File: src/rtl/mux2to1_arbiter.sv
// Two-input round-robin stream arbiter with a single-entry registered output buffer.
// Drives the shared 2:1 datapath select and the valid/ready handshakes on all sides.
module mux2to1_arbiter #(
  parameter int WIDTH = 32
) (
  input  logic             clk,
  input  logic             reset,
  input  logic             fixed_pri,
  input  logic [WIDTH-1:0] in0_data,
  input  logic             in0_valid,
  output logic             in0_ready,
  input  logic [WIDTH-1:0] in1_data,
  input  logic             in1_valid,
  output logic             in1_ready,
  output logic             sel,
  output logic [WIDTH-1:0] out_data,
  output logic             out_valid,
  input  logic             out_ready
);

  logic             r_last;
  logic             r_full;
  logic [WIDTH-1:0] r_out_data;

  logic             w_sel;
  logic             w_space;
  logic             w_accept;

  // Grant depends only on the valids, the mode and the last winner; data never feeds control.
  always_comb begin
    w_sel = ~r_last;
    unique case ({in1_valid, in0_valid})
      2'b01:   w_sel = 1'b0;
      2'b10:   w_sel = 1'b1;
      2'b11:   w_sel = fixed_pri ? 1'b0 : ~r_last;
      default: w_sel = ~r_last;
    endcase
  end

  assign w_space  = ~r_full | out_ready;
  assign w_accept = ~reset & w_space & (in0_valid | in1_valid);

  assign sel       = w_sel;
  assign in0_ready = w_accept & ~w_sel;
  assign in1_ready = w_accept & w_sel;
  assign out_data  = r_out_data;
  assign out_valid = r_full;

  // A drain and an accept in the same cycle simply refills the buffer, so there is no bubble.
  always_ff @(posedge clk) begin
    if (reset) begin
      r_full     <= 1'b0;
      r_out_data <= '0;
      r_last     <= 1'b1;
    end else if (w_accept) begin
      r_full     <= 1'b1;
      r_out_data <= w_sel ? in1_data : in0_data;
      r_last     <= w_sel;
    end else if (r_full && out_ready) begin
      r_full     <= 1'b0;
    end
  end

endmodule

File: config.mk
export PLATFORM = sky130hd
export DESIGN_NAME = mux2to1_arbiter
export DESIGN_NICKNAME = d
export VERILOG_FILES = /design/src/rtl/mux2to1_arbiter.sv
export SDC_FILE = /design/constraint.sdc
export NUM_CORES = 1
export LEC_CHECK = 0
export CORE_MARGIN = 3
export CORE_UTILIZATION = 35
export DETAILED_ROUTE_END_ITERATION = 8
export PLACE_DENSITY_LB_ADDON = 0.12
export SYNTH_ARGS = -nofsm -noshare
export SYNTH_HDL_FRONTEND = slang
export SYNTH_SLANG_ARGS = --single-unit
File: constraint.sdc
create_clock -name clk -period 2.3 [get_ports clk]
set_input_delay 0.69 -clock clk [delete_from_list [all_inputs] [get_ports clk]]
set_output_delay 0.69 -clock clk [all_outputs]
set_load 0.03 [all_outputs]
=== After elaboration in Yosys (flattened, before gate mapping) ===
Cells that the tools add are included.
W data, S select, Z words.

* Bits of input ports: 70
* Output and inout port bits: 36
* Register bits: 34

* Reductions and logical operators: 2
* Muxes and demuxes: 5
* Bitwise gates (word level): 10
* Equality and inequality tests: 3

{| class="wikitable"
|+ Operators by type and width
! kind !! count
|-
| $mux W32 || 1
|-
| $and A1 B1 Y1 || 4
|-
| $eq A2 B2 Y1 const B || 2
|-
| $not A1 Y1 || 4
|-
| $mux W1 || 3
|-
| $pmux W1 S3 || 1
|-
| $eq A2 B1 Y1 const B || 1
|-
| $or A1 B1 Y1 || 2
|-
| $reduce_bool A2 Y1 || 1
|-
| $logic_and A1 B1 Y1 || 1
|}

=== Depth between registers and ports, before layout ===
Gate-level depths: netlist of the first run.

* Depth in word-level cells: 5
* Depth in mapped cells: 7
* Mapped depth without buffers: 5

=== Worst setup path before layout of the first run ===
Ideal clock, no wire load.

* Path kind: in2out
* Start: in in1_valid
* End: out in1_ready
* Buffers on the path: 2
* Stages on the path: 5
* Required time: 1.610 ns
* Data arrival time: 1.941 ns
* Slack: -0.331 ns
* Cell sequence: nand2b_1 o221a_1 buf_6 buf_4 nor3_1

* Cells in the longest elaborated chain, start to end: 3
* Elaborated cells between the ends (all ways): 7

{| class="wikitable"
|+ Ends and longest elaborated chain
! what !! line !! RTL
|-
| start: declaration || 13 || <nowiki>input logic in1_valid,</nowiki>
|-
| $eq A2 B2 Y1 (tied with other cells) || 32 || <nowiki>unique case ({in1_valid, in0_valid})</nowiki>
|-
| $pmux W1 S3 or $and A1 B1 Y1 (tied branches) || 32, 41 ||
|-
| $and A1 B1 Y1 (*) || 45 || <nowiki>assign in1_ready = w_accept & w_sel;</nowiki>
|-
| end: declaration || 14 || <nowiki>output logic in1_ready,</nowiki>
|}

Mark *: on every way between the ends. The rest lies on a longest branch, timed or not.

=== Worst setup path after layout of the first run ===
* Start: in fixed_pri
* End: out in1_ready

* Cells in the longest elaborated chain, start to end: 3

{| class="wikitable"
|+ Ends and longest elaborated chain
! what !! line !! RTL
|-
| start: declaration || 8 || <nowiki>input logic fixed_pri,</nowiki>
|-
| $mux W1 || 35 || <nowiki>2'b11: w_sel = fixed_pri ? 1'b0 : ~r_last;</nowiki>
|-
| $pmux W1 S3 || 32 ||
|-
| $and A1 B1 Y1 || 45 ||
|}

No other way between the ends.

==> results of run 1 <==
how the worst max path moves through the flow:
stage / slack, ns / cells after the start / to / start
floorplan: 0.007 / 5 / in0_ready / in0_valid
CTS: 0.003 / 5 / in1_ready / fixed_pri
detailed placement: -0.48 / 6 / in1_ready / in1_valid
global route: 0.05 / 4 / in1_ready / fixed_pri
global placement: -0.47 / 6 / in1_ready / in1_valid
finish: 0.09 / 4 / in1_ready / fixed_pri
synth_stat cells:
cell type | number | share of area
a311oi_2 | 29 | 0.24
a311oi_1 | 3 | 0.014
nor2_4 | 1 | 0.0061
o21bai_2 | 1 | 0.0061
clkbuf_1 | 2 | 0.0041
nor3_2 | 1 | 0.0054
inv_8 | 1 | 0.0061
nor2_1 | 34 | 0.069
o221a_1 | 1 | 0.0061
buf_1 | 1 | 0.0020
nor3_1 | 2 | 0.0054
o21bai_1 | 1 | 0.0041
buf_4 | 6 | 0.024
nor2b_1 | 1 | 0.0034
nand2b_1 | 2 | 0.0068
dfxtp_1 | 34 | 0.37
nand2_2 | 29 | 0.098
buf_12 | 3 | 0.033
nand2_1 | 35 | 0.071
buf_6 | 4 | 0.024
buf_2 | 2 | 0.0054
logic make-up after synthesis:
kind of cell / after synthesis
AOI/OAI and AO/OA: 35
buffers and inverters: 19
DFF: 34
and+or+nand+nor: 105
critical path, stage by stage:
cell and delay (ns):
dlygate4sd2_1 0.24, o221a_4 0.26, nor3_4 0.18, buf_6 0.15
per-layer routing:
metal	routed length [um]	GRT usage
met5	0	0
met4	46	0.04720
met3	388	0.05619
met2	2476	0.2869
met1	2371	0.2323
repair_timing:
action | CTS | global route
setup endpoints to repair | 3 | 2
pin swaps | 3 | 2
buffers inserted | 0 | 1
gates resized for setup | 16 | 2
gates cloned | 0 | 0
sequential cells by signal, indices dropped and copies added (netlist names):
register / cells
r_last: 1
out_valid: 1
out_data: 32
power by group through the flow:
| stage | clock [W] | combinational (W) | sequential (W) |
|---|---|---|---|
| after floorplan | 0 | 0.000279 | 0.000774 |
| after global placement | 0 | 0.000639 | 0.000675 |
| after detailed placement | 0 | 0.000641 | 0.000677 |
| after CTS | 0.000477 | 0.000652 | 0.000665 |
| after global routing | 0.000503 | 0.000692 | 0.000672 |
| final | 0.000458 | 0.000645 | 0.000664 |
stage by stage:
stage / worst slack, ns / instance area (sq um) / hold slack, ns / setup TNS [ns]
global placement: -0.4704 / 3000 / 0.4874 / -5.962
floorplan: 0.006677 / 1857 / 0.4861 / 0
global route: 0.04735 / 3124 / 0.5270 / 0
CTS: 0.002773 / 3128 / 0.5066 / 0
finish: 0.08500 / 3124 / 0.5035 / 0
detailed placement: -0.4776 / 3000 / 0.4965 / -6.832
layout make-up:
class / instances / area (sq um) / share of cell area
repair buffers: 129 / 1230 / 0.3937
multi-input cells: 140 / 1023 / 0.3276
clock buffers: 6 / 82.58 / 0.02643
clock inverters: 2 / 12.51 / 0.004005
inverters: 1 / 11.26 / 0.003604
flip-flops and latches: 34 / 680.7 / 0.2179
well taps: 67 / 83.83 / 0.02683
==> key figures, run 1 <==
Status
  • Status: finished, final reports clean

Layout
  • Filler cell count: 459
  • Commonest non-fill, non-tap cell in the layout: clkdlybuf4s50_1
  • Final Core Density: 0.6362
  • Fin nets: 381
  • Most frequent cells in the layout: clkdlybuf4s50_1, nand2_1, nor2_1, dfxtp_1
  • Layout cells sized above 1: 0.3333
  • Syn-to-layout area delta: 69.29%
  • Antenna diodes: 0
  • Non-Filler Instances: 379

Setup path
  • Critical path type: input port to primary output
  • Critical path arrival: 1.52 ns
  • CP max FO: 3
  • R2R setup slack: 0.56 ns
  • Reg2Reg Depth: 7
  • Worst Setup End Kind: primary output
  • FF-to-FF Start: r_last$_SDFFE_PP1P_
  • Worst R2R End: out_data[13]$_SDFFE_PP0P_
  • Worst EP required: 1.61 ns
  • Nature of the critical path startpoint: input port

Routing
  • First-iteration detailed-routing DRC count: 56
  • Drt pass-1 iters: 4
  • Antenna-violating nets left: 0
  • Remaining DRCs: 0
  • Avg WL per Cell: 13.94 um
  • Total Wirelength: 5282 um
  • Vias per inst: 4.665
  • Vias: 1,768

Power and ir drop
  • PD cells: 565.6 mW/mm^2
  • Final Power: 0.001767 W
  • Worst VDD drop: 0.2814 mV
  • Clock power frac: 0.259
  • Logic pwr share: 0.365
  • Psw: 0.0005711 W
  • Int Power: 0.001196 W
  • Sequential power share: 0.376
  • Lkg Pwr: 1.180 nW
  • Switching share of total power: 0.3232

Placed design
  • Inst Count DP: 371
  • Dpl hpwl: 3785 um
  • Port bufs: 105
  • Routability Congestion: 0.7212

Min path
  • Worst Min Path Start: out_data[13]$_SDFFE_PP0P_
  • Worst hold path type: register to register
  • Hold depth: 2
  • Hold endpoint: out_data[13]$_SDFFE_PP0P_

Timing
  • Worst-Margin Slew: 0.5518 ns
  • RSZ-0062 raised after global routing: false
  • Final min period: 2.215 ns
  • Max_slew headroom: 0.6321
  • Clk_skew: 0.005468 ns
  • Tcrit/Tclk final: 0.9630
  • Number of setup violations in the final report: 0
  • Final hold viol count: 0
  • Max Transition Viols Final: 0
  • Max Clock Freq: 451.5 MHz

Floorplanning
  • I/O pin total: 106
  • Die area: 0.006180 sq mm
  • Core area: 0.004911 sq mm
  • Rows: 25
  • Chip height: 78.62 um
  • Starting Density: 0.3758
  • Die Width: 78.62 um

Synth
  • Main combinational cell family by area after synthesis: compound AO/OA/AOI/OAI gates
  • Mux contribution to synthesized area: 0
  • Synth Register Bits: 34
  • Xor-xnor portion of the synthesized cell area: 0
  • Synthesized area: 0.001846 sq mm
  • Simple-gate area share of the yosys netlist: 0.2658
  • Synthesis Warnings: 0
  • Register area share after synthesis: 0.3688
  • Adder-Cell Fraction of Synth Area: 0
  • Syn Inst Count: 193
  • Syn nets: 263
  • Post-synthesis compound-gate area fraction: 0.2664
  • Avg Cell Area, Syn: 9.562 sq um
  • Distinct cells, synth: 21

Clock network
  • Clock sink total: 34
  • Root Buffer: clkbuf_8
  • H-Tree Depth: 2
  • Worst-skew pair later-pin latency: 0.28 ns
  • CTS Buffer Depth: 2
  • Clk pin slew, worst setup/hold paths: 0.07 ns
  • Hold_buf cts: 0
  • TritonCTS clock tree: done
  • CTS Buf Count: 5

GRT
  • Largest net degree at the start of global routing: 49
  • Grt ovf: 0
  • Number of global-route vias before repair: 1,781
  • First-pass GRT wire length: 8838 um
  • Initial antenna violation count: 0
  • Global-route usage over all layers: 0.1792

Job
  • Max Cap Violations: 0
Note: power is estimated with default switching activity, not from simulation.
==> run 2, diff against run 1 <==
- clock period: 2.3 -> 2.05 ns (I/O delays scaled with it)
==> key figures, run 2 (synthesized netlist as in run 1, its figures left out) <==
Routing
  • First-iteration detailed-routing DRC count: 46
  • Remaining DRCs: 0
  • Vias: 1,787
  • Vias per inst: 4.703
  • Total Wirelength: 5145 um
  • Antenna-violating nets left: 0
  • Drt pass-1 iters: 4
  • Avg WL per Cell: 13.54 um

Layout
  • FF+latch area: 681.9 sq um
  • Most frequent cells in the layout: clkdlybuf4s50_1, nand2_1, nor2_1, dfxtp_1
  • Fin nets: 383
  • Antenna diodes: 0
  • Max FFs per register: 32
  • Commonest non-fill, non-tap cell in the layout: clkdlybuf4s50_1
  • Final Core Density: 0.6420
  • Layout cells sized above 1: 0.3387
  • Filler cell count: 459
  • Area of the multi-input gates: 0.001031 sq mm
  • Non-Filler Instances: 380
  • Syn-to-layout area delta: 70.85%

Floorplanning
  • Rows: 25
  • Core area: 0.004911 sq mm
  • Die Width: 78.62 um
  • I/O pin total: 106
  • Starting Density: 0.3758
  • Die area: 0.006180 sq mm
  • Chip height: 78.62 um

Clock network
  • CTS Buf Count: 5
  • Clock sink total: 34
  • H-Tree Depth: 2
  • Hold_buf cts: 0
  • CTS Buffer Depth: 2
  • Root Buffer: clkbuf_8
  • TritonCTS clock tree: done
  • Clk pin slew, worst setup/hold paths: 0.07 ns
  • Worst-skew pair later-pin latency: 0.28 ns

Timing
  • Number of setup violations in the final report: 0
  • Max_slew headroom: 0.6316
  • Setup TNS: 0 ns
  • Final hold viol count: 0
  • Final min period: 2.031 ns
  • Worst-Margin Slew: 0.5526 ns
  • Clk_skew: 0.004207 ns
  • Tcrit/Tclk final: 0.9909
  • RSZ-0062 raised after global routing: true
  • Max Clock Freq: 492.3 MHz
  • Max Transition Viols Final: 0

Setup path
  • CP max-delay cell: o221a_4
  • Worst Setup End Kind: primary output
  • Delay-heaviest family, CP: buffers and inverters
  • Reg2Reg Depth: 8
  • Critical path destination: in0_ready
  • Worst EP required: 1.43 ns
  • Worst R2R End: out_data[18]$_SDFFE_PP0P_
  • CP max FO: 3
  • R2R setup slack: 0.31 ns
  • Crit path from: in0_valid
  • WP buf/inv: 4
  • CP Depth: 7
  • Critical path type: input port to primary output
  • Nature of the critical path startpoint: input port
  • Critical path arrival: 1.42 ns
  • FF-to-FF Start: r_last$_SDFFE_PP1P_
  • Most frequent CP cell: buf_6
  • Worst path max stage delay: 0.18 ns
  • Crit-path cells: buf_8, nand2b_4, o221a_4, buf_6, inv_8, nor3_4, buf_6

GRT
  • Initial antenna violation count: 0
  • Number of global-route vias before repair: 1,709
  • Largest net degree at the start of global routing: 50
  • Global-route usage over all layers: 0.1694
  • First-pass GRT wire length: 8349 um
  • Grt ovf: 0

Power and ir drop
  • Final Power: 0.001944 W
  • PD cells: 616.6 mW/mm^2
  • Lkg Pwr: 1.188 nW
  • Worst VDD drop: 0.2734 mV

Status
  • Status: finished, final reports clean

Min path
  • Worst hold path type: register to register

Placed design
  • Routability Congestion: 0.7615
  • Dpl hpwl: 3707 um
  • Inst Count DP: 370
  • Port bufs: 105

Job
  • Max Cap Violations: 0
## run 2: changes by cell type in the layout (fill, tap and decap cells not counted)
cell	change
clkbuf_1	+2
buf_2	-1
dlymetal6s2s_1	-1
clkinvlp_4	-1
clkinv_2	-1
buf_6	+3
buf_8	+2
nand2b_1	-1
clkbuf_8	-1
dfxtp_1	-1
dfxtp_2	+1
nand2b_4	+1
buf_4	-1
## run 2: how the worst min path moves through the flow
stage,startpoint,endpoint,slack [ns],cells after the start
global placement,out_data[13]$_SDFFE_PP0P_,out_data[13]$_SDFFE_PP0P_,0.48,2
CTS,out_data[14]$_SDFFE_PP0P_,out_data[14]$_SDFFE_PP0P_,0.50,2
floorplan,r_last$_SDFFE_PP1P_,r_last$_SDFFE_PP1P_,0.49,2
detailed placement,out_data[15]$_SDFFE_PP0P_,out_data[15]$_SDFFE_PP0P_,0.49,2
finish,out_data[14]$_SDFFE_PP0P_,out_data[14]$_SDFFE_PP0P_,0.50,2
global route,out_data[15]$_SDFFE_PP0P_,out_data[15]$_SDFFE_PP0P_,0.53,2
## run 2: report_power, final
group / leakage [nW] / switching, W / internal, W
combinational: 0.869 / 0.000368 / 0.000369
clock: 0.0383 / 0.000227 / 0.000234
sequential: 0.281 / 0.0000286 / 0.000718
total: 1.19 / 0.000623 / 0.00132
## run 2: final cells by class
cell class / count / share of cell area
repair buffers: 131 / 0.4024
well taps: 67 / 0.02659
flip-flops and latches: 34 / 0.2163
inverters: 1 / 0.003571
clock buffers: 7 / 0.02421
multi-input cells: 140 / 0.3270
## run 2: per-layer routing
layer  wire, um  vias up  part of all wire  GRT usage
met4        104        0             0.020    0.06469
met2       2498       69              0.49     0.2793
met1       2119      800              0.41     0.1996
met5          0        -                 0          0
li1           -      906                 -          -
met3        423       12             0.082    0.06193
## run 2: tightest hold or removal path: cells and delay by family, from the launching register on
family	cells	cell delay [ns]
DFF	1	0.31
and+or+nand+nor	1	0.09
AOI/OAI and AO/OA	1	0.05
## run 2: through the flow
stage                     worst slack, ns  instance area [sq um]  hold slack, ns
after global routing             -0.03971                   3153          0.5326
final                             0.01871                   3153          0.4951
after CTS                        -0.07800                   3114          0.5003
after global placement            -0.5262                   2999          0.4845
after detailed placement          -0.5385                   2999          0.4931
after floorplan                  -0.06856                   1863          0.4861
## run 2: repair_timing
| action | in CTS | in global routing |
|---|---|---|
| setup buffers | 2 | 2 |
| pin swaps | 3 | 2 |
| resized for setup | 24 | 4 |
| setup endpoints to repair | 19 | 3 |
==> run 3, diff against run 2 <==
- PLACE_DENSITY: not set -> 0.77
- PLACE_DENSITY_LB_ADDON: 0.12 -> not set
==> key figures, run 3 (synthesized netlist as in run 1, its figures left out) <==
Floorplanning
  • I/O pin total: 106
  • Starting Density: 0.3758
  • Die Width: 78.62 um
  • Die area: 0.006180 sq mm
  • Core area: 0.004911 sq mm
  • Rows: 25
  • Chip height: 78.62 um

Power and ir drop
  • Lkg Pwr: 1.133 nW
  • Worst VDD drop: 0.3009 mV
  • Final Power: 0.001961 W
  • PD cells: 638.3 mW/mm^2

Timing
  • Max_slew headroom: 0.6251
  • Worst-Margin Slew: 0.5623 ns
  • Tcrit/Tclk final: 0.9961
  • Final min period: 2.042 ns
  • Number of setup violations in the final report: 0
  • Clk_skew: 0.001748 ns
  • RSZ-0062 raised after global routing: true
  • Max Clock Freq: 489.7 MHz
  • Setup TNS: 0 ns
  • Final hold viol count: 0
  • Max Transition Viols Final: 0

Layout
  • Final Core Density: 0.6255
  • Fin nets: 370
  • Filler cell count: 436
  • Area of the multi-input gates: 0.001026 sq mm
  • Most frequent cells in the layout: clkdlybuf4s50_1, nand2_1, nor2_1, dfxtp_1
  • Syn-to-layout area delta: 66.44%
  • FF+latch area: 681.9 sq um
  • Commonest non-fill, non-tap cell in the layout: clkdlybuf4s50_1
  • Layout cells sized above 1: 0.3156
  • Max FFs per register: 32
  • Antenna diodes: 0

Clock network
  • Root Buffer: clkbuf_8
  • CTS Buffer Depth: 2
  • TritonCTS clock tree: done
  • Worst-skew pair later-pin latency: 0.28 ns
  • Clk pin slew, worst setup/hold paths: 0.07 ns
  • Clock sink total: 34
  • H-Tree Depth: 2
  • Hold_buf cts: 0
  • CTS Buf Count: 5

Placed design
  • Dpl hpwl: 3659 um
  • Routability Congestion: 0.7130
  • Port bufs: 105

Setup path
  • R2R setup slack: 0.43 ns
  • Critical path arrival: 1.43 ns
  • CP max FO: 3
  • FF-to-FF Start: r_last$_SDFFE_PP1P_
  • Worst Setup End Kind: primary output
  • Worst R2R End: out_data[30]$_SDFFE_PP0P_
  • Reg2Reg Depth: 7
  • Nature of the critical path startpoint: input port
  • Critical path type: input port to primary output
  • Most frequent CP cell: buf_6
  • Worst path max stage delay: 0.23 ns
  • WP buf/inv: 3
  • Crit-path cells: buf_6, nand2b_4, o221a_4, inv_8, nor3_4, buf_6
  • Worst EP required: 1.43 ns
  • Delay-heaviest family, CP: simple AND/OR/NAND/NOR gates
  • CP max-delay cell: o221a_4

Min path
  • Worst hold path type: register to register
  • Worst Min Path Start: out_data[15]$_SDFFE_PP0P_
  • Hold depth: 2
  • Hold endpoint: out_data[15]$_SDFFE_PP0P_

GRT
  • Number of global-route vias before repair: 1,752
  • Global-route usage over all layers: 0.1723
  • Largest net degree at the start of global routing: 35
  • Initial antenna violation count: 0
  • Grt ovf: 0
  • First-pass GRT wire length: 8424 um

Routing
  • Remaining DRCs: 0
  • Vias: 1,759
  • Total Wirelength: 5125 um
  • Vias per inst: 4.780
  • Avg WL per Cell: 13.93 um
  • Antenna-violating nets left: 0
  • Drt pass-1 iters: 4
  • First-iteration detailed-routing DRC count: 36

Status
  • Status: finished, final reports clean

Job
  • Max Cap Violations: 0
run 3: cell types whose count changed in the layout (fill, tap and decap cells not counted), sizes merged:
cell | before | now
buf | 33 | 19
clkbuf | 7 | 8
clkinv | 0 | 1
run 3: worst max path at each step:
stage	from	endpoint	slack, ns	cells past startpoint
CTS	fixed_pri	in0_ready	0.003	5
detailed placement	in0_valid	in0_ready	-0.56	6
global route	r_last$_SDFFE_PP1P_	in0_ready	-0.03	5
floorplan	in1_valid	in1_ready	-0.07	5
global placement	in0_valid	in0_ready	-0.55	6
finish	in0_valid	in0_ready	0.008	6
run 3: cell type report:
type,instances,share of cell area
clock inverters,1,0.001629
inverters,1,0.003666
multi-input cells,140,0.3340
well taps,67,0.02729
flip-flops and latches,34,0.2220
clock buffers,7,0.02811
repair buffers,118,0.3833
run 3: power by group:
part / switching (W) / internal, W / total (W)
Sequential: 0.0000286 / 0.000718 / 0.000747
Combinational: 0.000364 / 0.000343 / 0.000707
Clock: 0.000236 / 0.000271 / 0.000507
run 3: worst min-delay path: cells and delay by family, from the launching register on:
family | cells | cell delay (ns)
flops | 1 | 0.31
simple gates | 1 | 0.09
compound gates | 1 | 0.05
run 3: layer usage:
layer / share of wire / track usage / wire (um) / vias up
li1: - / - / - / 882
met1: 0.41 / 0.1958 / 2108 / 800
met2: 0.48 / 0.3014 / 2474 / 71
met3: 0.095 / 0.06307 / 489 / 6
met4: 0.010 / 0.04720 / 53 / 0
met5: 0 / 0 / 0 / -
run 3: through the flow:
stage          cells  hold slack (ns)  instance area (sq um)  setup slack, ns
2_1_floorplan    193           0.4861                   1863         -0.06856
3_3_place_gp     360           0.4867                   2949          -0.5495
3_5_place_dp     360           0.4896                   2949          -0.5596
4_1_cts          368           0.4999                   3069         0.002947
5_1_grt          368           0.5333                   3072         -0.03386
6_report         368           0.4960                   3072         0.008075
run 3: timing repair:
item,in CTS,in global routing
buffers inserted,0,0
pin swaps,3,2
resized for setup,21,2
setup endpoints to repair,35,3
